File: src/rtl/ram_arb_pkg.sv
// Shared types and constants for the two-master RAM arbiter.
package ram_arb_pkg;

  // Number of masters: 0 = data port, 1 = instruction port.
  localparam int NM = 2;

  // Storage provisioned in the response FIFO (largest legal MAX_OUTST).
  localparam int MAX_DEPTH = 4;

  // Identifies which master owns an outstanding slave transaction.
  typedef logic [0:0] owner_id_t;

  // Arbitration state: FREE = round-robin, LOCKED = one master holds the bus.
  typedef enum logic [0:0] {
    ST_FREE   = 1'b0,
    ST_LOCKED = 1'b1
  } arb_state_e;

  // The other master of the pair.
  function automatic owner_id_t other_id(input owner_id_t id);
    return ~id;
  endfunction

endpackage

File: src/rtl/ram_arb_rsp_fifo.sv
// Owner-ID FIFO: remembers which master issued each outstanding slave
// transaction so that responses can be routed back in order.
module ram_arb_rsp_fifo
  import ram_arb_pkg::*;
#(
  parameter int DEPTH = 2
) (
  input  logic       clk_i,
  input  logic       rst_i,
  input  logic       push_i,
  input  owner_id_t  push_id_i,
  input  logic       pop_i,
  output owner_id_t  head_o,
  output logic       full_o,
  output logic       empty_o,
  output logic [2:0] count_o
);

  owner_id_t  mem_q [MAX_DEPTH];
  owner_id_t  mem_d [MAX_DEPTH];
  logic [1:0] wr_ptr_q, wr_ptr_d;
  logic [1:0] rd_ptr_q, rd_ptr_d;
  logic [2:0] count_q, count_d;

  // Pointers wrap at DEPTH, not at the provisioned storage size.
  function automatic logic [1:0] ptr_inc(input logic [1:0] p);
    return (p == 2'(DEPTH - 1)) ? 2'd0 : p + 2'd1;
  endfunction

  // Next-state: the caller never pushes while full unless it also pops,
  // and never pops while empty.
  always_comb begin
    mem_d    = mem_q;
    wr_ptr_d = wr_ptr_q;
    rd_ptr_d = rd_ptr_q;
    if (push_i) begin
      mem_d[wr_ptr_q] = push_id_i;
      wr_ptr_d        = ptr_inc(wr_ptr_q);
    end
    if (pop_i) begin
      rd_ptr_d = ptr_inc(rd_ptr_q);
    end
    count_d = count_q + 3'(push_i) - 3'(pop_i);
  end

  // State registers.
  always_ff @(posedge clk_i) begin
    if (rst_i) begin
      wr_ptr_q <= '0;
      rd_ptr_q <= '0;
      count_q  <= '0;
      for (int i = 0; i < MAX_DEPTH; i++) begin
        mem_q[i] <= '0;
      end
    end else begin
      wr_ptr_q <= wr_ptr_d;
      rd_ptr_q <= rd_ptr_d;
      count_q  <= count_d;
      mem_q    <= mem_d;
    end
  end

  assign head_o  = mem_q[rd_ptr_q];
  assign full_o  = (count_q == 3'(DEPTH));
  assign empty_o = (count_q == 3'd0);
  assign count_o = count_q;

endmodule

File: src/rtl/ram_arbiter.sv
// Two-master RAM arbiter with round-robin selection, lock (atomic) support
// and in-order response routing.
//
// Handshake: a slave transaction is accepted in any cycle where
// s_req_o && s_gnt_i; the winning master sees m_gnt_o[i] in that same cycle.
// Every accepted transaction (read or write) is answered by exactly one
// s_rvalid_i pulse, in acceptance order, which is forwarded as
// m_rvalid_o[owner] with s_rdata_i broadcast on every m_rdata_o lane.
module ram_arbiter #(
  parameter int MAX_OUTST = 2,
  parameter int NM        = ram_arb_pkg::NM
) (
  input  logic                      clk_i,
  input  logic                      rst_i,
  input  logic [NM-1:0]             m_req_i,
  input  logic [NM-1:0]             m_lock_i,
  input  logic [NM-1:0]             m_we_i,
  input  logic [NM-1:0][3:0]        m_be_i,
  input  logic [NM-1:0][31:0]       m_addr_i,
  input  logic [NM-1:0][31:0]       m_wdata_i,
  output logic [NM-1:0]             m_gnt_o,
  output logic [NM-1:0]             m_rvalid_o,
  output logic [NM-1:0][31:0]       m_rdata_o,
  output logic                      s_req_o,
  output logic                      s_we_o,
  output logic [3:0]                s_be_o,
  output logic [31:0]               s_addr_o,
  output logic [31:0]               s_wdata_o,
  input  logic                      s_gnt_i,
  input  logic                      s_rvalid_i,
  input  logic [31:0]               s_rdata_i,
  output logic                      err_o,
  output ram_arb_pkg::arb_state_e   dbg_state_o,
  output logic [2:0]                dbg_occupancy_o
);

  import ram_arb_pkg::*;

  arb_state_e state_q, state_d;
  owner_id_t  owner_q, owner_d;     // lock owner while LOCKED
  owner_id_t  last_q, last_d;       // master accepted most recently
  logic       rst_seen_q, rst_seen_d; // high in the first cycle after reset
  logic       err_q, err_d;

  logic       cand_valid;
  owner_id_t  cand_id;
  logic       sel_valid;
  logic       accept;
  logic       fifo_pop;
  owner_id_t  head_id;
  logic       fifo_full;
  logic       fifo_empty;

  // Pick a candidate master: the owner when locked, otherwise round-robin.
  always_comb begin
    cand_valid = 1'b0;
    cand_id    = '0;
    if (state_q == ST_LOCKED) begin
      cand_valid = m_req_i[owner_q];
      cand_id    = owner_q;
    end else if (m_req_i[0] && m_req_i[1]) begin
      cand_valid = 1'b1;
      cand_id    = other_id(last_q);
    end else if (m_req_i[0]) begin
      cand_valid = 1'b1;
      cand_id    = 1'b0;
    end else if (m_req_i[1]) begin
      cand_valid = 1'b1;
      cand_id    = 1'b1;
    end
  end

  // A full response queue blocks issue even if a response drains it this cycle.
  assign sel_valid = cand_valid && !fifo_full && !rst_i;
  assign accept    = sel_valid && s_gnt_i;
  assign fifo_pop  = s_rvalid_i && !fifo_empty && !rst_i;

  // Command mux and grant/response routing; everything idles at zero.
  always_comb begin
    s_req_o    = sel_valid;
    s_we_o     = 1'b0;
    s_be_o     = '0;
    s_addr_o   = '0;
    s_wdata_o  = '0;
    m_gnt_o    = '0;
    m_rvalid_o = '0;
    if (sel_valid) begin
      s_we_o           = m_we_i[cand_id];
      s_be_o           = m_be_i[cand_id];
      s_addr_o         = m_addr_i[cand_id];
      s_wdata_o        = m_wdata_i[cand_id];
      m_gnt_o[cand_id] = s_gnt_i;
    end
    if (fifo_pop) begin
      m_rvalid_o[head_id] = 1'b1;
    end
  end

  assign m_rdata_o = {NM{s_rdata_i}};

  // FSM next-state, round-robin pointer and sticky error.
  always_comb begin
    state_d    = state_q;
    owner_d    = owner_q;
    last_d     = last_q;
    rst_seen_d = 1'b0;
    // A response right after reset belongs to a pre-reset transaction: drop it.
    err_d      = err_q | (s_rvalid_i && fifo_empty && !rst_seen_q);
    if (accept) begin
      last_d = cand_id;
    end
    case (state_q)
      ST_FREE: begin
        if (accept && m_lock_i[cand_id]) begin
          state_d = ST_LOCKED;
          owner_d = cand_id;
        end
      end
      ST_LOCKED: begin
        if (!m_lock_i[owner_q]) begin
          state_d = ST_FREE;
        end
      end
      default: state_d = ST_FREE;
    endcase
  end

  // State registers; reset leaves master 0 as winner of the first conflict.
  always_ff @(posedge clk_i) begin
    if (rst_i) begin
      state_q    <= ST_FREE;
      owner_q    <= '0;
      last_q     <= 1'b1;
      rst_seen_q <= 1'b1;
      err_q      <= 1'b0;
    end else begin
      state_q    <= state_d;
      owner_q    <= owner_d;
      last_q     <= last_d;
      rst_seen_q <= rst_seen_d;
      err_q      <= err_d;
    end
  end

  ram_arb_rsp_fifo #(
    .DEPTH (MAX_OUTST)
  ) u_rsp_fifo (
    .clk_i     (clk_i),
    .rst_i     (rst_i),
    .push_i    (accept),
    .push_id_i (cand_id),
    .pop_i     (fifo_pop),
    .head_o    (head_id),
    .full_o    (fifo_full),
    .empty_o   (fifo_empty),
    .count_o   (dbg_occupancy_o)
  );

  assign err_o       = err_q;
  assign dbg_state_o = state_q;

endmodule

File: config.mk
export PLATFORM = sky130hd
export DESIGN_NAME = ram_arbiter
export DESIGN_NICKNAME = d
export VERILOG_FILES = /design/src/rtl/ram_arb_pkg.sv /design/src/rtl/ram_arb_rsp_fifo.sv /design/src/rtl/ram_arbiter.sv
export SDC_FILE = /design/constraint.sdc
export NUM_CORES = 1
export LEC_CHECK = 0
export ABC_AREA = 1
export ABC_CLOCK_PERIOD_IN_PS = 2200
export BUFFER_PORTS_ARGS = -buffer_cell sky130_fd_sc_hd__buf_2
export CORE_AREA = 5 5 122 124
export CTS_BUF_LIST = sky130_fd_sc_hd__clkbuf_2
export DETAILED_ROUTE_END_ITERATION = 6
export DIE_AREA = 0 0 127 129
export SLEW_MARGIN = 25
export SYNTH_ARGS = -nofsm -noshare
export SYNTH_HDL_FRONTEND = slang
export SYNTH_SLANG_ARGS = --single-unit
File: constraint.sdc
create_clock -name clk_i -period 2.2 [get_ports clk_i]
set_input_delay 0.22 -clock clk_i [delete_from_list [all_inputs] [get_ports clk_i]]
set_output_delay 0.22 -clock clk_i [all_outputs]
set_load 0.05 [all_outputs]
==> results of run 1 <==
-- routing by layer --
metal / up-vias / part of all wire
li1: 1553 / -
met1: 1326 / 0.39
met2: 199 / 0.48
met3: 12 / 0.12
met4: 0 / 0.012
met5: - / 0
-- stage by stage --
| step | total power [mW] | utilization | hold slack, ns | cell area, µm² | worst slack [ns] |
|---|---|---|---|---|---|
| after floorplan | 1.85 | - | 0.248 | 2400 | -0.126 |
| after global placement | 1.99 | 0.234 | 0.439 | 3200 | 0.247 |
| after detailed placement | 1.99 | 0.234 | 0.433 | 3200 | 0.232 |
| after CTS | 2.14 | 0.237 | 0.111 | 3240 | 0.00249 |
| after global routing | 2.33 | 0.245 | 0.0985 | 3350 | -0.0122 |
| final | 2.18 | 0.245 | 0.123 | 3350 | 0.113 |
-- worst max path at each step --
stage / startpoint / to / slack [ns] / cells past startpoint
detailed placement: u_rsp_fifo.count_o[2] / u_rsp_fifo.count_o[2] / 0.23 / 12
global route: dbg_state_o / s_addr_o[8] / -0.01 / 8
global placement: u_rsp_fifo.count_o[1] / u_rsp_fifo.count_o[2] / 0.25 / 12
floorplan: dbg_state_o / s_addr_o[23] / -0.13 / 8
finish: owner_q / s_wdata_o[2] / 0.11 / 7
CTS: dbg_state_o / s_addr_o[11] / 0.002 / 8
-- cells in the final DEF (no fill, tap or decap), types with 2 or more instances in the layout --
cell,n
clkbuf_2,3
buf_16,2
nand3_2,2
nand2_1,160
inv_1,21
clkbuf_4,11
nand3_1,4
dfxtp_1,13
buf_2,198
buf_4,20
nand2_2,3
o21ai_0,5
dfxtp_2,3
a21oi_2,8
a21oi_1,65
nand4_1,5
inv_2,2
ha_1,2
nor2_1,27
-- synth_stat cells --
cell        n  area (µm²)
nor2_1     27         101
clkinv_2    1        5.00
o21ai_2     1        8.76
o21ai_0     5        25.0
a22oi_1     1        7.51
nand2_1   161         604
nand3_2     2        20.0
nor3b_1     1        7.51
inv_1      22        82.6
fa_1        1        20.0
buf_4      64         480
nor2_4      1        11.3
a21oi_1    73         365
nand2_4     2        22.5
inv_2       1        3.75
a31oi_1     1        6.26
and2_1      1        6.26
buf_6       8        90.1
nor3_1      1        5.00
buf_2      15        75.1
nand3_1     4        20.0
nand2_2     2        12.5
nand4_1     5        31.3
dfxtp_1    16         320
xnor2_1     1        8.76
ha_1        2        25.0
-- cell families after synthesis --
group	synth area share
xor+xnor	0.00370
simple gates	0.356
compound gates	0.175
buf+inv	0.311
fa+ha+maj	0.0190
flops	0.135
-- worst max-delay path: stages, from the launching register on --
cell     delay [ns]
dfxtp_1        0.39
nand2_2        0.12
nand2_1        0.07
nand2_2        0.18
nand2_8        0.13
buf_16         0.20
a21oi_1        0.23
buf_4          0.25
-- flip-flops by register name, indices dropped and copies added, names as in the netlist --
register and count:
err_o 1, dbg_state_o 1, last_q 1, rst_seen_q 1, u_rsp_fifo.wr_ptr_q 2, u_rsp_fifo.rd_ptr_q 2, u_rsp_fifo.mem_q 4, u_rsp_fifo.count_o 3
owner_q 1
-- power groups by stage --
stage / clock network (mW) / logic [mW] / registers, mW
after detailed placement: 0 / 1.62 / 0.371
final: 0.138 / 1.68 / 0.368
after floorplan: 0 / 1.40 / 0.451
after CTS: 0.142 / 1.63 / 0.365
after global placement: 0 / 1.62 / 0.369
after global routing: 0.152 / 1.80 / 0.376
-- layout make-up --
cell class | count | share of cell area
Clock buffer | 3 | 0.00448
Tap cell | 180 | 0.0672
Inverter | 24 | 0.0272
Timing Repair Buffer | 234 | 0.399
Multi-Input combinational cell | 292 | 0.404
Sequential cell | 16 | 0.0966
Clock inverter | 1 | 0.00112
-- timing repair --
action,4_1_cts,5_1_grt
gates resized for setup,8,37
endpoints found under the setup margin,9,69
hold buffers,0,0
gates cloned,0,1
==> results.py, run 1 <==
metrics = {
    "grt": {
        "grt-ovfl-total": 0,
        "use_met3": 0.0457,
        "grt_pass1_wl_um": 15700,
        "grt_use_met2": 0.203,
        "busiest_layer": "met2",
        "first_global_vias": 2837,
        "grt.total_usage": 0.119,
        "met1_usage": 0.144,
        "antenna_found_initial": 0,
        "grt_max_degree": 67,
    },
    "sta": {
        "maxSlewViolCount": 0,
        "fin_crit_sh": 0.948,
        "min_period_ns": 2.09,
        "max_freq_mhz": 479,
        "tns_ns": 0,
        "hold_viol_final": 0,
        "fin_skew_ns": 0.00351,
        "tightestPinTransition_ns": 0.303,
        "worst_slew_margin_rel": 0.799,
        "finalSetupViolCount": 0,
    },
    "synth": {
        "synth_nets": 600,
        "synth_warnings": 0,
        "avgSynthCellArea_um2": 5.65,
        "synth-seq-cells": 16,
        "synth_cells": 419,
        "synth_area_um2": 2370,
        "ys_seq_area_frac": 0.135,
        "synth_cell_types": 26,
    },
    "worst_hold_path": {
        "hold_path.class": "in2reg",
        "holdPathStages": 1,
        "min_to": "rst_seen_q",
        "worstHoldStart": "rst_i",
    },
    "pwr": {
        "p_sw_frac": 0.613,
        "p_switching_mw": 1.34,
        "peakVddDrop_mv": 0.526,
        "p_int_mw": 0.844,
        "p_seq_frac": 0.169,
        "power_frac_clock": 0.063,
        "p_comb_frac": 0.768,
        "leakage_nw": 1.90,
        "p_per_area_nw_per_um2": 650,
    },
    "clock_tree": {
        "htree_num_levels": 1,
        "clk_path_buf_depth": 2,
        "cts-root-buf": "clkbuf_2",
        "path_clk_slew_ns": 0.17,
        "tritoncts": "built",
        "worstSkewPairLatency_ns": 0.29,
        "post_cts_buffers": 0,
        "clock_sinks": 16,
        "cts_made_buffers": 3,
    },
    "floorplanning": {
        "rows": 43,
        "die_h_um": 129,
        "core_um2": 13700,
        "dieArea_um2": 16400,
        "die_w_um": 127,
        "start_util": 0.173,
        "io_pins": 321,
    },
    "worst_setup_path": {
        "r2r-end": "u_rsp_fifo.count_o[2]",
        "ff2ff_setup_slack_ns": 0.28,
        "reg2reg_from": "u_rsp_fifo.count_o[1]",
        "worst-setup-path-type": "reg2out",
        "end_kind": "primary output",
        "r2r_cells": 12,
        "worstPathRequired_ns": 1.98,
        "critPathMaxFanout": 43,
        "cp-start-kind": "flop",
        "cp.arrival_ns": 1.87,
    },
    "drt": {
        "postRouteAntennaNets": 0,
        "drtIter0Drc": 119,
        "wl_per_cell_um": 15.2,
        "vias": 3090,
        "first_pass_iters": 4,
        "drcViolationCount": 0,
        "totalWireLength_um": 11400,
        "viasPerCell": 4.12,
    },
    "finish": {
        "multi_input_area_um2": 1360,
        "area_growth_pct": 41.7,
        "drive_gt1_frac": 0.458,
        "diodes": 0,
        "fill_cells": 1566,
        "nets": 752,
        "seq_area_um2": 324,
        "final_cells": 750,
    },
    "flow_run": {
        "drv_cap": 0,
    },
    "placement": {
        "io_buffers": 224,
        "dp_cells": 745,
        "place_congestion": 0.864,
        "hpwlAfterDp_um": 8960,
    },
    "status": {
        "status": "finished clean",
    },
}
Note: power is estimated with default switching activity, not from simulation.
==> run 2: changes to the inputs <==
Settings changed: ABC_AREA 1 to 0, CORE_AREA 5 5 122 124 to 5 5 120 122, DIE_AREA 0 0 127 129 to 0 0 125 127, PLACE_DENSITY_LB_ADDON set to 0.25, SKIP_CTS_REPAIR_TIMING set to 1.
==> results.py, run 2 <==
metrics = {
    "status": {
        "status": "finished clean",
    },
    "pwr": {
        "power_mw": 2.54,
        "leakage_nw": 1.98,
        "p_per_area_nw_per_um2": 590,
        "peakVddDrop_mv": 0.669,
    },
    "sta": {
        "max_freq_mhz": 477,
        "min_period_ns": 2.10,
        "tightestPinTransition_ns": 0.301,
        "hold_slack_ns": 0.190,
        "maxSlewViolCount": 0,
        "finalSetupViolCount": 0,
        "hold_viol_final": 0,
        "fin_skew_ns": 0.00868,
        "rsz0062_at_grt": "no",
        "worst_slew_margin_rel": 0.799,
        "fin_crit_sh": 0.953,
    },
    "finish": {
        "largest_reg_flops": 4,
        "layout_common_cells": "buf_2 (211), nand2_1 (140), a21oi_4 (57), buf_12 (20)",
        "area_growth_pct": 88.0,
        "final_core_util": 0.329,
        "final_common_cell": "buf_2",
        "final_cells": 718,
        "diodes": 0,
        "nets": 724,
        "largest-register": "u_rsp_fifo.mem_q",
        "drive_gt1_frac": 0.638,
        "fill_cells": 1422,
    },
    "synth": {
        "synth_compound_area_frac": 0.201,
        "synth_top_family_by_area": "simple AND/OR/NAND/NOR gates",
        "synth_nets": 561,
        "synth-seq-cells": 16,
        "async_flop_share": 0,
        "synth_cells": 380,
        "synthXorXnorAreaFrac": 0.0115,
        "synth_warnings": 0,
        "synth_edf_count": 0,
        "ys_seq_area_frac": 0.140,
        "yosys.area.top_type_share": 0.229,
        "ys.flop_type": "dfxtp_1",
        "synth_area_leader_cell": "nand2_1",
        "avgSynthCellArea_um2": 6.03,
        "yosys.area_share.adder": 0.0197,
        "synthTopCellsByCount": "nand2_1 (140), a21oi_1 (73), buf_4 (64), buf_2 (21), dfxtp_1 (16)",
        "yosys-top-cells-area": "nand2_1 (23%), buf_4 (21%), a21oi_1 (16%), dfxtp_1 (14%), buf_2 (4.6%)",
        "synth.most_common_cell": "nand2_1",
        "synthSimpleGateAreaFrac": 0.300,
        "synth_area_um2": 2290,
        "synth.mux.area_fraction": 0.0415,
        "synth_cell_types": 37,
    },
    "drt": {
        "drcViolationCount": 0,
        "drtIter0Drc": 67,
        "wl_per_cell_um": 14.9,
        "postRouteAntennaNets": 0,
        "first_pass_iters": 4,
        "vias": 3041,
        "viasPerCell": 4.24,
        "totalWireLength_um": 10700,
    },
    "grt": {
        "grt_pass1_wl_um": 16900,
        "grt.total_usage": 0.125,
        "grt-ovfl-total": 0,
        "grt_max_degree": 40,
        "first_global_vias": 3319,
        "antenna_found_initial": 0,
    },
    "clock_tree": {
        "htree_num_levels": 1,
        "tritoncts": "built",
        "clock_sinks": 16,
        "clk_path_buf_depth": 2,
        "cts_made_buffers": 3,
        "worstSkewPairLatency_ns": 0.30,
        "cts-root-buf": "clkbuf_2",
        "path_clk_slew_ns": 0.16,
    },
    "worst_setup_path": {
        "cp.arrival_ns": 1.88,
        "ff2ff_setup_slack_ns": 0.12,
        "worst-setup-path-type": "reg2out",
        "cp-start-kind": "flop",
        "end_kind": "primary output",
        "critPathMaxFanout": 39,
        "worstPathRequired_ns": 1.98,
    },
    "flow_run": {
        "drv_cap": 0,
    },
    "placement": {
        "hpwlAfterDp_um": 9290,
        "place_congestion": 0.801,
        "dp_cells": 710,
        "io_buffers": 224,
    },
    "floorplanning": {
        "die_w_um": 125,
        "core_um2": 13100,
        "die_h_um": 127,
        "rows": 42,
        "dieArea_um2": 15900,
        "io_pins": 321,
        "start_util": 0.175,
    },
    "worst_hold_path": {
        "hold_path.class": "in2reg",
    },
}
## run 2: changes by cell type in the layout (fill, tap and decap cells not counted), moves of 6 or more
cell / change
nand2_1: -20
buf_4: -8
a21oi_1: -61
clkbuf_4: -6
a21oi_4: +57
inv_1: -15
buf_12: +19
buf_2: +13
nor2_1: -21
## run 2: critical path, stage by stage (launching register included)
cell and delay (ns):
dfxtp_1 0.37, a21boi_4 0.22, mux2_4 0.23, buf_12 0.19
nand2_1 0.13, a21oi_4 0.15, buf_2 0.28
## run 2: path summary, 6_finish.rpt
kind	start	to	cells past startpoint
min reg2reg	u_rsp_fifo.mem_q[2]	u_rsp_fifo.mem_q[2]	2
max	last_q	s_wdata_o[14]	6
min	m_lock_i[1]	owner_q	3
max reg2reg	u_rsp_fifo.count_o[1]	u_rsp_fifo.count_o[2]	11
## run 2: area by class of cell
cell class                 count  area (µm²)  area share
sequential                    16         337      0.0781
inverter                       8        32.5     0.00755
timing repair buffer         248        1580       0.368
tap                          176         220      0.0511
multi-input combinational    266        2120       0.491
clock buffer                   4        20.0     0.00465
## run 2: logic make-up (layout without fill, tap and decap cells)
family          after synthesis  after routing
simple gates                168            168
fa+ha+maj                     3              3
buf+inv                      98            260
compound gates               84             84
flops                        16             16
mux                           8              8
xor+xnor                      3              3
## run 2: metal layers
metal / up-vias / share of wire / global-route usage / routed length (µm)
met4: 0 / 0.0041 / 0.0128 / 44
met2: 174 / 0.55 / 0.252 / 5890
li1: 1497 / - / - / -
met1: 1363 / 0.36 / 0.134 / 3830
met3: 7 / 0.086 / 0.0338 / 916
met5: - / 0 / 0 / 0
## run 2: power breakdown
| group | internal (mW) | switching (mW) | total [mW] |
|---|---|---|---|
| logic | 0.731 | 1.29 | 2.02 |
| clock network | 0.0482 | 0.0956 | 0.144 |
| registers | 0.333 | 0.0438 | 0.377 |
## run 2: metrics by stage
stage / TNS (ns) / cell area (µm²) / setup WS, ns
3_5_place_dp: 0 / 4150 / 0.0246
6_report: 0 / 4310 / 0.103
2_1_floorplan: 0 / 3000 / 0.0201
5_1_grt: 0 / 4310 / 0.00331
4_1_cts: -7.38 / 4170 / -0.150
3_3_place_gp: 0 / 4150 / 0.0975
